## config.mk

```make
export PLATFORM = sky130hd
export DESIGN_NAME = mux_pipe_reg_flat
export DESIGN_NICKNAME = d
export VERILOG_FILES = /design/src/rtl/mux_pipe_reg_if.sv /design/src/rtl/mux_pipe_reg.sv /design/src/flat_wrapper.sv
export SDC_FILE = /design/constraint.sdc
export NUM_CORES = 1
export LEC_CHECK = 0
export ABC_AREA = 1
export CORE_MARGIN = 2
export CORE_UTILIZATION = 25
export CTS_CLUSTER_DIAMETER = 40
export DETAILED_ROUTE_END_ITERATION = 8
export PLACE_DENSITY = 0.6
export SKIP_LAST_GASP = 1
export SLEW_MARGIN = 20
export SYNTH_ARGS = -nofsm -noshare
export SYNTH_HDL_FRONTEND = slang
export SYNTH_SLANG_ARGS = --single-unit
```

## constraint.sdc

```tcl
create_clock -name Clk -period 5.8 [get_ports Clk]
set_input_delay 0.58 -clock Clk [delete_from_list [all_inputs] [get_ports Clk]]
set_output_delay 0.58 -clock Clk [all_outputs]
set_load 0.03 [all_outputs]
```

## src/rtl/mux_pipe_reg_if.sv

```systemverilog
// Handshake bundle for mux_pipe_reg: upstream offer (data, select, valid,
// flush) and downstream delivery (data, error flag, valid/ready).
interface mux_pipe_reg_if #(
  parameter int unsigned WIDTH  = 32,
  parameter int unsigned NUM_IN = 4,
  parameter int unsigned SEL_W  = 2
);
  logic [NUM_IN*WIDTH-1:0] in_data;
  logic [SEL_W-1:0]        sel;
  logic                    in_valid;
  logic                    in_ready;
  logic                    flush;
  logic [WIDTH-1:0]        out_data;
  logic                    out_err;
  logic                    out_valid;
  logic                    out_ready;

  // Side that drives the mux (upstream producer and downstream consumer).
  modport master (
    output in_data, sel, in_valid, flush, out_ready,
    input  in_ready, out_data, out_err, out_valid
  );

  // The mux stage itself.
  modport slave (
    input  in_data, sel, in_valid, flush, out_ready,
    output in_ready, out_data, out_err, out_valid
  );
endinterface

```

## src/rtl/mux_pipe_reg.sv

```systemverilog
// N-to-1 registered pipeline mux with valid/ready handshake and a one-entry
// skid buffer. Illegal selects are delivered as zero data with out_err set.
module mux_pipe_reg #(
  parameter int unsigned WIDTH  = 32,
  parameter int unsigned NUM_IN = 4,
  parameter int unsigned SEL_W  = 2
) (
  input logic           Clk,
  input logic           Rst,
  mux_pipe_reg_if.slave bus
);

  if (NUM_IN < 2 || NUM_IN > 16 || (1 << SEL_W) < NUM_IN) begin : g_bad_params
    $error("mux_pipe_reg: NUM_IN must be 2..16 and 2**SEL_W >= NUM_IN");
  end

  typedef enum logic [1:0] {
    EMPTY,
    ONE,
    TWO
  } state_t;

  state_t           state;
  state_t           state_nxt;

  logic             accept;
  logic             pop;
  logic             load_out;
  logic             out_from_skid;
  logic             load_skid;

  logic [WIDTH-1:0] cap_data;
  logic             cap_err;

  logic [WIDTH-1:0] out_q;
  logic             out_err_q;
  logic [WIDTH-1:0] skid_q;
  logic             skid_err_q;

  // in_ready depends on state only, so no combinational path from out_ready.
  assign bus.in_ready  = (state != TWO);
  assign bus.out_valid = (state != EMPTY);
  assign bus.out_data  = out_q;
  assign bus.out_err   = out_err_q;

  // A flush cycle never transfers, even if in_ready reads 1.
  assign accept = bus.in_valid && (state != TWO) && !bus.flush;
  assign pop    = (state != EMPTY) && bus.out_ready;

  // Select the addressed channel; any select without a channel yields zero + err.
  always_comb begin
    cap_data = '0;
    cap_err  = 1'b1;
    for (int unsigned k = 0; k < NUM_IN; k++) begin
      if (bus.sel == SEL_W'(k)) begin
        cap_data = bus.in_data[k*WIDTH +: WIDTH];
        cap_err  = 1'b0;
      end
    end
  end

  // Occupancy next-state and register load controls; flush overrides everything.
  always_comb begin
    state_nxt     = state;
    load_out      = 1'b0;
    out_from_skid = 1'b0;
    load_skid     = 1'b0;
    if (bus.flush) begin
      state_nxt = EMPTY;
    end else begin
      unique case (state)
        EMPTY: begin
          if (accept) begin
            state_nxt = ONE;
            load_out  = 1'b1;
          end
        end
        ONE: begin
          if (accept && pop) begin
            load_out = 1'b1;
          end else if (accept) begin
            state_nxt = TWO;
            load_skid = 1'b1;
          end else if (pop) begin
            state_nxt = EMPTY;
          end
        end
        TWO: begin
          if (pop) begin
            state_nxt     = ONE;
            load_out      = 1'b1;
            out_from_skid = 1'b1;
          end
        end
        default: state_nxt = EMPTY;
      endcase
    end
  end

  // State register.
  always_ff @(posedge Clk or posedge Rst) begin
    if (Rst) begin
      state <= EMPTY;
    end else begin
      state <= state_nxt;
    end
  end

  // Output register: loads either the freshly captured word or the skid entry.
  always_ff @(posedge Clk or posedge Rst) begin
    if (Rst) begin
      out_q     <= '0;
      out_err_q <= 1'b0;
    end else if (load_out) begin
      out_q     <= out_from_skid ? skid_q     : cap_data;
      out_err_q <= out_from_skid ? skid_err_q : cap_err;
    end
  end

  // Skid register: holds the second entry while the output register is stalled.
  always_ff @(posedge Clk or posedge Rst) begin
    if (Rst) begin
      skid_q     <= '0;
      skid_err_q <= 1'b0;
    end else if (load_skid) begin
      skid_q     <= cap_data;
      skid_err_q <= cap_err;
    end
  end

endmodule
```

## src/flat_wrapper.sv

```systemverilog
// flat-port wrapper written by rule: the top's interface ports become plain ports
module mux_pipe_reg_flat 
#(
  parameter int unsigned WIDTH  = 32,
  parameter int unsigned NUM_IN = 4,
  parameter int unsigned SEL_W  = 2
)
  (Clk, Rst, bus_in_data, bus_sel, bus_in_valid, bus_flush, bus_out_ready, bus_in_ready, bus_out_data, bus_out_err, bus_out_valid);
  mux_pipe_reg_if #(.WIDTH(WIDTH), .NUM_IN(NUM_IN), .SEL_W(SEL_W)) bus_i ();
  input logic Clk;
  input logic Rst;
  input wire logic [$bits(bus_i.in_data)-1:0] bus_in_data;
  input wire logic [$bits(bus_i.sel)-1:0] bus_sel;
  input wire logic [$bits(bus_i.in_valid)-1:0] bus_in_valid;
  input wire logic [$bits(bus_i.flush)-1:0] bus_flush;
  input wire logic [$bits(bus_i.out_ready)-1:0] bus_out_ready;
  output wire logic [$bits(bus_i.in_ready)-1:0] bus_in_ready;
  output wire logic [$bits(bus_i.out_data)-1:0] bus_out_data;
  output wire logic [$bits(bus_i.out_err)-1:0] bus_out_err;
  output wire logic [$bits(bus_i.out_valid)-1:0] bus_out_valid;
  assign bus_i.in_data = bus_in_data;
  assign bus_i.sel = bus_sel;
  assign bus_i.in_valid = bus_in_valid;
  assign bus_i.flush = bus_flush;
  assign bus_i.out_ready = bus_out_ready;
  assign bus_in_ready = bus_i.in_ready;
  assign bus_out_data = bus_i.out_data;
  assign bus_out_err = bus_i.out_err;
  assign bus_out_valid = bus_i.out_valid;
  mux_pipe_reg #(.WIDTH(WIDTH), .NUM_IN(NUM_IN), .SEL_W(SEL_W)) u_core (.Clk(Clk), .Rst(Rst), .bus(bus_i));
endmodule
```

; Yosys cells after proc, flatten, opt, wreduce, memory -nomap -nowiden
; Index checks and enable logic that the tools add are counted.
[word_totals]
n_memories = 0
input_bits = 135
latchBits = 0
regBits = 68
mem_bits_ro = 0
output_inout_bits = 35
ramBits = 0
elab_cells = 51
[op_classes]
n_reduce_logical = 9
n_div = 0
multipliers = 0
n_eq_ne = 10
n_mux = 27
add_sub_neg = 0
order_cmp = 0
shifts = 0
bitwise = 0
[op_table]
columns = op, n
row1 = $mux W32, 5
row2 = $mux W1, 14
row3 = $mux W2, 6
row4 = $eq A2 B2 Y1 const B, 3
row5 = $ne A3 B2 Y1 const B, 2
row6 = $pmux W2 S3, 1
row7 = $eq A2 B1 Y1 const B, 2
row8 = $logic_and A1 B1 Y1, 4
row9 = $logic_not A2 Y1, 2
row10 = $ne A4 B2 Y1 const B, 1
row11 = $reduce_and A4 Y1, 1
row12 = $ne A3 B3 Y1 const B, 1
row13 = $pmux W1 S3, 1
row14 = $ne A2 B2 Y1 const B, 1
row15 = $reduce_bool A2 Y1, 1
row16 = $logic_not A1 Y1, 1

; Logic depth before layout (Yosys ltp)
[logic_depth]
ltp_word = 7
mapped_depth = 9
ltp_nobuf = 8

; Worst setup path after synthesis
; Ideal clock, no wire load.
[synth_path]
kind = input to register
from = input port bus_flush
to = register u_core.out_q[21], in the netlist u_core.bus.out_data[21]
n_path_buf = 1
t_required_ns = 5.684
setup_slack_ns = 4.239
arrival_ns = 1.445
cell_stages = 8
setup_ns = 0.116
cell_sequence = nor2_1 inv_2 nor2_8 inv_2 buf_2 or2_0 nand2_1 nor2_1
[synth_between]
elab_chain_len = 6
elab_cells_between_ends = 9
classes_between = mux: 6 / reduce/logical: 3
[synth_lines]
columns = item, line
row1 = start: declaration, flat_wrapper.sv:15  ; input wire logic [$bits(bus_i.flush)-1:0] bus_flush;
row2 = $logic_not A1 Y1, mux_pipe_reg.sv:47  ; assign accept = bus.in_valid && (state != TWO) && !bus.flush;
row3 = $logic_and A1 B1 Y1, mux_pipe_reg.sv:47
row4 = $logic_and A1 B1 Y1, mux_pipe_reg.sv:79  ; if (accept && pop) begin
row5 = $mux W1, mux_pipe_reg.sv:79
row6 = $pmux W1 S3, mux_pipe_reg.sv:71  ; unique case (state)
row7 = $mux W1, mux_pipe_reg.sv:68  ; if (bus.flush) begin
row8 = end signal: assignment, mux_pipe_reg.sv:115  ; out_q <= out_from_skid ? skid_q : cap_data;
row9 = end: declaration, mux_pipe_reg.sv:35  ; logic [WIDTH-1:0] out_q;
; Several ways; a longest one is shown, not always the timed one.
; A chain may end at the register's enable or synchronous reset.

; Worst setup path in the final report
[layout_path]
from = input port bus_sel[1]
to = register u_core.out_q[15], in the netlist u_core.bus.out_data[15]
[layout_between]
elab_chain_len = 6
elab_cells_between_ends = 9
classes_between = eq/ne: 3 / mux: 5 / reduce/logical: 1
[layout_lines]
columns = item, line
row1 = start: declaration, flat_wrapper.sv:13  ; input wire logic [$bits(bus_i.sel)-1:0] bus_sel;
row2 = $logic_not A2 Y1, mux_pipe_reg.sv:55  ; if (bus.sel == SEL_W'(k)) begin
row3 = $mux W32 (3 in series), mux_pipe_reg.sv:55
row4 = $mux W32 (*), mux_pipe_reg.sv:55
row5 = $mux W32 (*), mux_pipe_reg.sv:115
; Mark *: on every way between the ends. The rest lies on a longest branch, timed or not.

==> flow_summary.toml <==
[yosys]
synth_top_area_share_pct = 42.3
synthCells = 574
syn-num-nets = 709
mappedNetlistArea_um2 = 4020
syn_avg_cell_area_um2 = 7.01
synth_top_cell_by_area = "dfrtp_1"
ys_seq_area_share_pct = 42.3
yosysWarnings = 0
synth_seq_cells = 68
ys_types = 26
ys_top_cells_by_area = "dfrtp_1, nand2_1, nand3_1"

[global_routing]
grt_max_degree = 69
grt_remaining_overflow = 0
grt_pass1_vias = 3905
antenna_found_initial = 0
grt_pass1_wl_um = 20400
grt.total_usage_pct = 15.7

[sta]
layout_min_cycle_time_ns = 2.70
hold_violations = 0
setup_viol = 0
tightestPinTransition_ns = 0.979
tns_ns = 0
max-slew-margin-rel_pct = 34.5
rsz0062_at_grt = "no"
skew_ns = 0.00557
slew_violations = 0
finalCritPeriodShare_pct = 46.5
max_freq_ghz = 0.370

[clock_network]
cts_resized = 0
cts.path.max_buffers = 2
cts_tree = "yes"
clk_latency_ns = 0.33
cts-root-buf = "clkbuf_16"
cts_hold_buf = 0
cts-htree-levels = 3
cts_buffers = 9
cts_setup_buffers = 0
path_clk_slew_ns = 0.06
clock_sink_count = 68

[critical_path]
critPathRequiredTime_ns = 6.03
cp.arrival_ns = 2.93
critical_path_class = "input pin to flip-flop"
cp_max_fo = 56
worstSetupStartpointType = "input pin"
end_kind = "flip-flop"

[floorplan]
rows = 46
die_w_um = 131
die_y_um = 131
core_um2 = 15800
start_util_pct = 25.4
fp.dieArea_um2 = 17100
ios = 170

[drt]
first_pass_iters = 5
via_count = 4220
wl_per_cell_um = 14.2
viasPerCell = 4.48
route.detailed.drc = 0
ant_nets = 0
initialDrtViolationCount = 217
finalWirelength_um = 13400

[power]
p_total_mw = 1.81
leakagePower_nw = 2.76
power.density_nw_per_um2 = 294
irDropWorstVdd_uv = 130

[finish]
most-common-layout-cells = "nand2_1, clkdlybuf4s50_1, nand3_1"
fillers = 1652
drive_above_1_share_pct = 5.10
layout_commonest_cell = "nand2_1"
n_antenna_cell = 0
area_delta_synth_final_pct = 52.4
nets = 855

[placement]
gp_congestion = 0.764
post-dp-hpwl_um = 9190
port_buffers = 169

[job]
cap_viol_max_count = 0

[status]
status = "finished, final reports clean"

[hold_path]
hold_path_class = "flip-flop to flip-flop"
==> power by group <==
group          switching [mW]  internal, mW  leakage, nW
registers              0.0626         0.602        0.845
logic                   0.300         0.251         1.76
clock network           0.204         0.386        0.159
==> cells in the mapped netlist <==
master	count
dfrtp_1	68
clkbuf_1	12
nor3_1	1
or2_2	4
inv_2	4
a21oi_1	1
nand4_1	1
nand3_1	81
or2_1	26
buf_4	2
nor2_2	2
buf_2	17
nor2_8	1
nand2_1	217
o21ai_0	51
inv_1	7
o41ai_1	1
nand2_2	2
buf_6	4
o211ai_1	1
nor2_1	35
buf_1	1
o21ai_2	1
or2_0	18
o21ai_1	14
nor2_4	2
==> flip-flops by register name, indices dropped and copies added (netlist names) <==
name,flops
u_core.state,2
u_core.skid_q,32
u_core.bus.out_err,1
u_core.skid_err_q,1
u_core.bus.out_data,32
==> final cells by class <==
| cell class | count | area, um^2 | area share, % |
|---|---|---|---|
| well taps | 216 | 270 | 4.41 |
| inverters | 11 | 42.5 | 0.694 |
| flip-flops and latches | 68 | 1700 | 27.7 |
| clock buffers | 11 | 243 | 3.96 |
| clock inverters | 5 | 75.1 | 1.22 |
| repair buffers | 171 | 1700 | 27.7 |
| multi-input cells | 459 | 2100 | 34.3 |
==> cell families after synthesis <==
group                  after synthesis  synth area share [%]
and+or+nand+nor                    390                  43.0
AOI/OAI and AO/OA                   69                  8.83
DFF                                 68                  42.3
buffers and inverters               47                  5.85
==> worst paths after layout <==
| path | end | slack (ns) | from | cells past startpoint |
|---|---|---|---|---|
| hold reg to reg | u_core.bus.out_err$_DFFE_PP0P_ | 0.48 | u_core.bus.out_err$_DFFE_PP0P_ | 2 |
| setup reg to reg | u_core.bus.out_data[8]$_DFFE_PP0P_ | 3.71 | u_core.state[0]$_DFFE_PP0P_ | 7 |
| min in group asynchronous | u_core.bus.out_data[7]$_DFFE_PP0P_ | 0.83 | Rst | 3 |
| hold / removal | u_core.bus.out_err$_DFFE_PP0P_ | 0.48 | u_core.bus.out_err$_DFFE_PP0P_ | 2 |
| setup / recovery | u_core.bus.out_data[15]$_DFFE_PP0P_ | 3.10 | bus_sel[1] | 7 |
| max in group asynchronous | u_core.bus.out_data[29]$_DFFE_PP0P_ | 4.35 | Rst | 3 |
==> routing by layer <==
layer | up-vias | share of wire [%] | GRT usage [%]
li1 | 2143 | - | -
met1 | 1926 | 44 | 19.7
met2 | 139 | 47 | 26.5
met3 | 12 | 7.6 | 5.17
met4 | 0 | 1.4 | 3.50
met5 | - | 0 | 0
==> through the flow <==
stage / std cells / hold slack [ns] / instance area [um^2] / utilization [%] / setup slack (ns)
5_1_grt: 941 / 0.494 / 6130 / 38.7 / 2.78
6_report: 941 / 0.476 / 6130 / 38.7 / 3.10
3_3_place_gp: 925 / 0.462 / 5810 / 36.7 / 2.70
2_1_floorplan: 574 / 0.446 / 4020 / - / 3.51
4_1_cts: 941 / 0.479 / 6130 / 38.7 / 3.02
3_5_place_dp: 925 / 0.467 / 5810 / 36.7 / 2.63
==> critical path: stages <==
cell	delay, ns
buf_2	0.68
nand2_1	0.85
or2_2	0.55
nand2_1	0.09
nand2_1	0.05
nand2_1	0.07
nor2_1	0.04
No activity file was read; power rests on OpenSTA's default activity.
